[config.mk]
export PLATFORM = sky130hd
export DESIGN_NAME = ps2_scan_rx
export DESIGN_NICKNAME = d
export VERILOG_FILES = /design/src/rtl/ps2_scan_rx_pkg.sv /design/src/rtl/ps2_scan_rx_frame.sv /design/src/rtl/ps2_scan_rx.sv
export SDC_FILE = /design/constraint.sdc
export NUM_CORES = 1
export LEC_CHECK = 0
export BUFFER_PORTS_ARGS = -buffer_cell sky130_fd_sc_hd__buf_2
export CAP_MARGIN = 0
export CORE_MARGIN = 1.5
export CORE_UTILIZATION = 30
export CTS_CLUSTER_DIAMETER = 50
export DETAILED_ROUTE_END_ITERATION = 12
export SYNTH_ARGS = -nofsm -noshare
export SYNTH_HDL_FRONTEND = slang
export SYNTH_SLANG_ARGS = --single-unit
[constraint.sdc]
create_clock -name clk -period 3.1 [get_ports clk]
set_clock_uncertainty 0.05 [all_clocks]
set_input_delay 0.62 -clock clk [delete_from_list [all_inputs] [get_ports clk]]
set_output_delay 0.62 -clock clk [all_outputs]
set_load 0.02 [all_outputs]
[src/rtl/ps2_scan_rx_pkg.sv]
// Shared types and constants for the PS/2 scan-code receiver.
// Frame and code FSM encodings plus frame-check helper.
package ps2_scan_rx_pkg;

  typedef enum logic [1:0] {
    IDLE,
    SHIFT,
    CHECK
  } frame_state_t;

  typedef enum logic {
    WAIT_BRK,
    GET_CODE
  } code_state_t;

  localparam logic [7:0] BREAK_CODE = 8'hF0;
  localparam logic [7:0] EXT_CODE   = 8'hE0;
  localparam int         FRAME_BITS = 11;

  // f = {stop, parity, data[7:0]}; odd parity and stop high
  function automatic logic frame_ok(input logic [9:0] f);
    return (^f[8:0]) & f[9];
  endfunction

endpackage

[src/rtl/ps2_scan_rx_frame.sv]
// PS/2 line conditioning and frame receiver: sync, glitch filter,
// frame FSM with inter-edge watchdog.
module ps2_frame_rx
  import ps2_scan_rx_pkg::*;
#(
  parameter int TIMEOUT_CYC = 50000
) (
  input  logic       clk,
  input  logic       reset,
  input  logic       ps2d,
  input  logic       ps2c,
  output logic       byte_valid,
  output logic [7:0] data_byte,
  output logic       frame_err
);

  localparam int WDW = $clog2(TIMEOUT_CYC + 1);
  localparam logic [WDW-1:0] WD_LAST = WDW'(TIMEOUT_CYC - 1);
  localparam logic [WDW-1:0] WD_ONE  = WDW'(1);

  logic [1:0]   psc_sync_q, psc_sync_d;
  logic [1:0]   psd_sync_q, psd_sync_d;
  logic [7:0]   filt_q, filt_d;
  logic         flt_q, flt_d;
  logic         fall_tick;
  logic         din;

  frame_state_t state_q, state_d;
  logic [3:0]   bits_q, bits_d;
  logic [9:0]   sh_q, sh_d;
  logic [WDW-1:0] wd_q, wd_d;

  always_comb begin
    psc_sync_d = {psc_sync_q[0], ps2c};
    psd_sync_d = {psd_sync_q[0], ps2d};
    filt_d     = {filt_q[6:0], psc_sync_q[1]};
    flt_d      = flt_q;
    if (filt_q == 8'hFF) begin
      flt_d = 1'b1;
    end else if (filt_q == 8'h00) begin
      flt_d = 1'b0;
    end
  end

  assign fall_tick = flt_q & ~flt_d;
  assign din       = psd_sync_q[1];

  always_comb begin
    state_d    = state_q;
    bits_d     = bits_q;
    sh_d       = sh_q;
    wd_d       = '0;
    byte_valid = 1'b0;
    frame_err  = 1'b0;
    unique case (state_q)
      IDLE: begin
        if (fall_tick && !din) begin
          state_d = SHIFT;
          bits_d  = 4'(FRAME_BITS - 1);
          wd_d    = WD_ONE;
        end
      end
      SHIFT: begin
        if (fall_tick) begin
          sh_d   = {din, sh_q[9:1]};
          bits_d = bits_q - 4'd1;
          wd_d   = WD_ONE;
          if (bits_q == 4'd1) begin
            state_d = CHECK;
          end
        end else if (wd_q == WD_LAST) begin
          frame_err = 1'b1;
          state_d   = IDLE;
          bits_d    = '0;
          sh_d      = '0;
        end else begin
          wd_d = wd_q + WD_ONE;
        end
      end
      CHECK: begin
        state_d = IDLE;
        if (frame_ok(sh_q)) begin
          byte_valid = 1'b1;
        end else begin
          frame_err = 1'b1;
        end
      end
      default: state_d = IDLE;
    endcase
  end

  assign data_byte = sh_q[7:0];

  always_ff @(posedge clk) begin
    if (reset) begin
      psc_sync_q <= 2'b11;
      psd_sync_q <= 2'b11;
      filt_q     <= 8'hFF;
      flt_q      <= 1'b1;
      state_q    <= IDLE;
      bits_q     <= '0;
      sh_q       <= '0;
      wd_q       <= '0;
    end else begin
      psc_sync_q <= psc_sync_d;
      psd_sync_q <= psd_sync_d;
      filt_q     <= filt_d;
      flt_q      <= flt_d;
      state_q    <= state_d;
      bits_q     <= bits_d;
      sh_q       <= sh_d;
      wd_q       <= wd_d;
    end
  end

endmodule

[src/rtl/ps2_scan_rx.sv]
// PS/2 keyboard receiver reporting released-key scan codes
// (code following a 0xF0 break prefix).
module ps2_scan_rx
  import ps2_scan_rx_pkg::*;
#(
  parameter int TIMEOUT_CYC = 50000
) (
  input  logic       clk,
  input  logic       reset,
  input  logic       ps2d,
  input  logic       ps2c,
  output logic [7:0] key_code,
  output logic       got_code_tick,
  output logic       frame_err
);

  logic        byte_valid;
  logic [7:0]  rx_byte;
  logic        rx_err;

  code_state_t code_q, code_d;
  logic [7:0]  key_q, key_d;
  logic        tick_q, tick_d;
  logic        err_q, err_d;

  ps2_frame_rx #(
    .TIMEOUT_CYC(TIMEOUT_CYC)
  ) u_frame (
    .clk       (clk),
    .reset     (reset),
    .ps2d      (ps2d),
    .ps2c      (ps2c),
    .byte_valid(byte_valid),
    .data_byte (rx_byte),
    .frame_err (rx_err)
  );

  always_comb begin
    code_d = code_q;
    key_d  = key_q;
    tick_d = 1'b0;
    err_d  = rx_err;
    if (rx_err) begin
      code_d = WAIT_BRK;
    end else if (byte_valid) begin
      unique case (code_q)
        WAIT_BRK: begin
          // extended prefix and make codes leave us waiting
          unique case (1'b1)
            (rx_byte == BREAK_CODE): code_d = GET_CODE;
            (rx_byte == EXT_CODE):   code_d = WAIT_BRK;
            default:                 code_d = WAIT_BRK;
          endcase
        end
        GET_CODE: begin
          key_d  = rx_byte;
          tick_d = 1'b1;
          code_d = WAIT_BRK;
        end
        default: code_d = WAIT_BRK;
      endcase
    end
  end

  always_ff @(posedge clk) begin
    if (reset) begin
      code_q <= WAIT_BRK;
      key_q  <= '0;
      tick_q <= 1'b0;
      err_q  <= 1'b0;
    end else begin
      code_q <= code_d;
      key_q  <= key_d;
      tick_q <= tick_d;
      err_q  <= err_d;
    end
  end

  assign key_code      = key_q;
  assign got_code_tick = tick_q;
  assign frame_err     = err_q;

endmodule

==> impl_metrics.tcl <==
set metrics [dict create \
    status "finished clean" \
    nFillCells 847 \
    synth_edf_count 0 \
    final-max-slew-violation-count 0 \
    arrival_ns 2.44 \
    numCtsBuffers 5 \
    cts_resized 0 \
    layout_commonest_cell "dfxtp_1" \
    drive_above_1_share 0.179 \
    layout_common_cells "56 x dfxtp_1, 22 x nand2_1, 17 x nand3_1, 17 x nand2b_1, 14 x a21oi_1" \
    endpoint_kind "register" \
    io_buffer_count 13 \
    wl_um 4400 \
    nets 294 \
    drcViolationCount 0 \
    initialDrtViolationCount 96 \
    powerDensity_mw_per_mm2 397 \
    irDropWorstVdd_mv 0.241 \
    maxCapViolCount 0 \
    start_util 0.314 \
    vias_per_cell 4.70 \
    drt-wirelength-per-cell_um 11.4 \
    crit_buf_inv 2 \
    die_x_um 96.3 \
    dpl_cell_area_sq_mm 0.00273 \
    max_stage_delay_ns 0.39 \
    critPathLaunchType "register" \
    synth_ff_type "dfxtp_1" \
    ant_nets 0 \
    cts_tree "built" \
    synthArstFlopShare 0 \
    stdcell_area_sq_mm 0.00281 \
    overflow 0 \
    total_power_w 0.00112 \
    max_slew_margin 0.596 \
    postCtsSetupBuffers 0 \
    max_freq_mhz 442 \
    cts.clk_slew.worst_paths_ns 0.10 \
    yosys_warnings 0 \
    period_needed_ns 2.26 \
    grt_first_pass_wirelength_um 7620 \
    grt_pass1_vias 1684 \
    slowest_stage "dfxtp_1" \
    core_sq_mm 0.00830 \
    antenna_found_initial 0 \
    cts_hold_buf 0 \
    final_hold_viol_count 0 \
    cp_cell_sequence "inv_1 > ha_1 > xnor3_1 > xnor2_1 > nand3_1 > a311oi_2 > buf_4 > mux2i_1" \
    num_vias 1811 \
    synth_cell_type_count 48 \
    cts_root_buffer "clkbuf_8" \
    area_delta_synth_final_pct 7.63 \
    die-height_um 96.3 \
    clock_latency_ns 0.30 \
    io_pins 14 \
    n_antenna_cell 0 \
    syn_area_sq_mm 0.00261 \
    grt_setup_unrepaired "false" \
    dieArea_sq_mm 0.00926 \
    netlist_instances 272 \
    grt_util_all_layers 0.105 \
    setup_violations 0 \
    worst_pin_slew_ns 0.600 \
    timing.setup.tns_ns 0 \
    crit_fanout 9 \
    fin_crit_sh 0.731 \
    cpLargestDelayFamily "XOR/XNOR gates" \
    gp_congestion 0.744 \
    synthesis.nets 286 \
    grt_max_degree 50 \
    firstDrtPassIters 4 \
    h-tree-depth 2 \
    hpwl_um 3020 \
    avgSynthCellArea_sq_um 9.59 \
    crit_type "register to register" \
    clock-sinks 56 \
    ys_seq_area_frac 0.430 \
    crit_required_ns 3.28 \
    ys_seq_elements 56 \
    hold_class "register to register" \
    cts.path.max_buffers 2 \
    power_leakage_nw 0.961 \
    rows 33 \
]
layer usage:
layer	routed length [um]	track usage	share of wire	up-vias
li1	-	-	-	955
met5	0	0	0	-
met4	56	0.0417	0.013	0
met3	131	0.0221	0.030	4
met1	2300	0.138	0.52	825
met2	1910	0.166	0.43	27
cells in the mapped netlist (4+ instances only):
cell	count	share of area
mux2i_1	8	0.031
nand2_1	22	0.032
inv_1	11	0.016
dfxtp_1	56	0.43
nand3_1	17	0.033
nand4_1	6	0.014
or2_2	12	0.029
xor2_1	8	0.027
nor2_1	8	0.012
xnor2_1	9	0.030
a31oi_1	4	0.0096
and3_1	7	0.017
nor2_4	9	0.039
ha_1	10	0.048
a21oi_1	14	0.027
nand2b_1	17	0.041
clkbuf_1	7	0.010
kinds of logic (layout without fill, tap and decap cells):
| kind of cell | count (synthesis) | in the layout | share of synthesized area |
|---|---|---|---|
| compound gates | 30 | 30 | 0.0743 |
| xor+xnor | 18 | 18 | 0.0657 |
| fa+ha+maj | 10 | 10 | 0.0480 |
| buf+inv | 25 | 33 | 0.0542 |
| flops | 56 | 56 | 0.430 |
| mux | 9 | 9 | 0.0350 |
| simple gates | 124 | 124 | 0.293 |
worst paths after layout:
| check | cells after the start | endpoint | from | slack [ns] |
|---|---|---|---|---|
| max reg2reg | 8 | key_code[0] | u_frame.sh_q[1] | 0.84 |
| min | 1 | u_frame.psd_sync_q[1] | u_frame.psd_sync_q[0] | 0.36 |
| max | 8 | key_code[0] | u_frame.sh_q[1] | 0.84 |
| min reg2reg | 1 | u_frame.psd_sync_q[1] | u_frame.psd_sync_q[0] | 0.36 |
worst register-to-register path: cells and delay by family (launching register included):
family / cells / cell delay [ns]
AOI/OAI and AO/OA: 1 / 0.26
xor gates and xnor gates: 2 / 0.56
adders and majority gates: 1 / 0.29
buffers and inverters: 2 / 0.31
DFF: 1 / 0.39
muxes: 1 / 0.19
and+or+nand+nor: 1 / 0.15
flip-flops by register name, indices dropped and copies added, names as in the netlist:
signal / cells
u_frame.psc_sync_q: 2
code_q: 1
got_code_tick: 1
u_frame.state_q: 2
frame_err: 1
key_code: 8
u_frame.filt_q: 8
u_frame.sh_q: 10
u_frame.wd_q: 16
u_frame.bits_q: 4
u_frame.flt_q: 1
u_frame.psd_sync_q: 2
layout make-up:
| cell class | instances | area [sq um] | share of cell area |
|---|---|---|---|
| multi-input cells | 191 | 1350 | 0.482 |
| clock inverters | 2 | 12.5 | 0.00446 |
| repair buffers | 15 | 80.1 | 0.0285 |
| well taps | 105 | 131 | 0.0468 |
| flip-flops and latches | 56 | 1120 | 0.399 |
| clock buffers | 5 | 68.8 | 0.0245 |
| inverters | 11 | 41.3 | 0.0147 |
through the flow:
stage,hold slack [ns],setup slack [ns],util,cells
CTS,0.365,0.828,0.338,385
detailed placement,0.343,0.858,0.329,378
global placement,0.345,0.908,0.329,378
global route,0.379,0.629,0.338,385
finish,0.364,0.835,0.338,385
floorplan,0.339,1.04,-,272
power by group:
group	switching, W	internal, W
Sequential	0.00000134	0.000722
Combinational	0.0000104	0.00000848
Clock	0.000220	0.000154
Note: power is estimated with default switching activity, not from simulation.
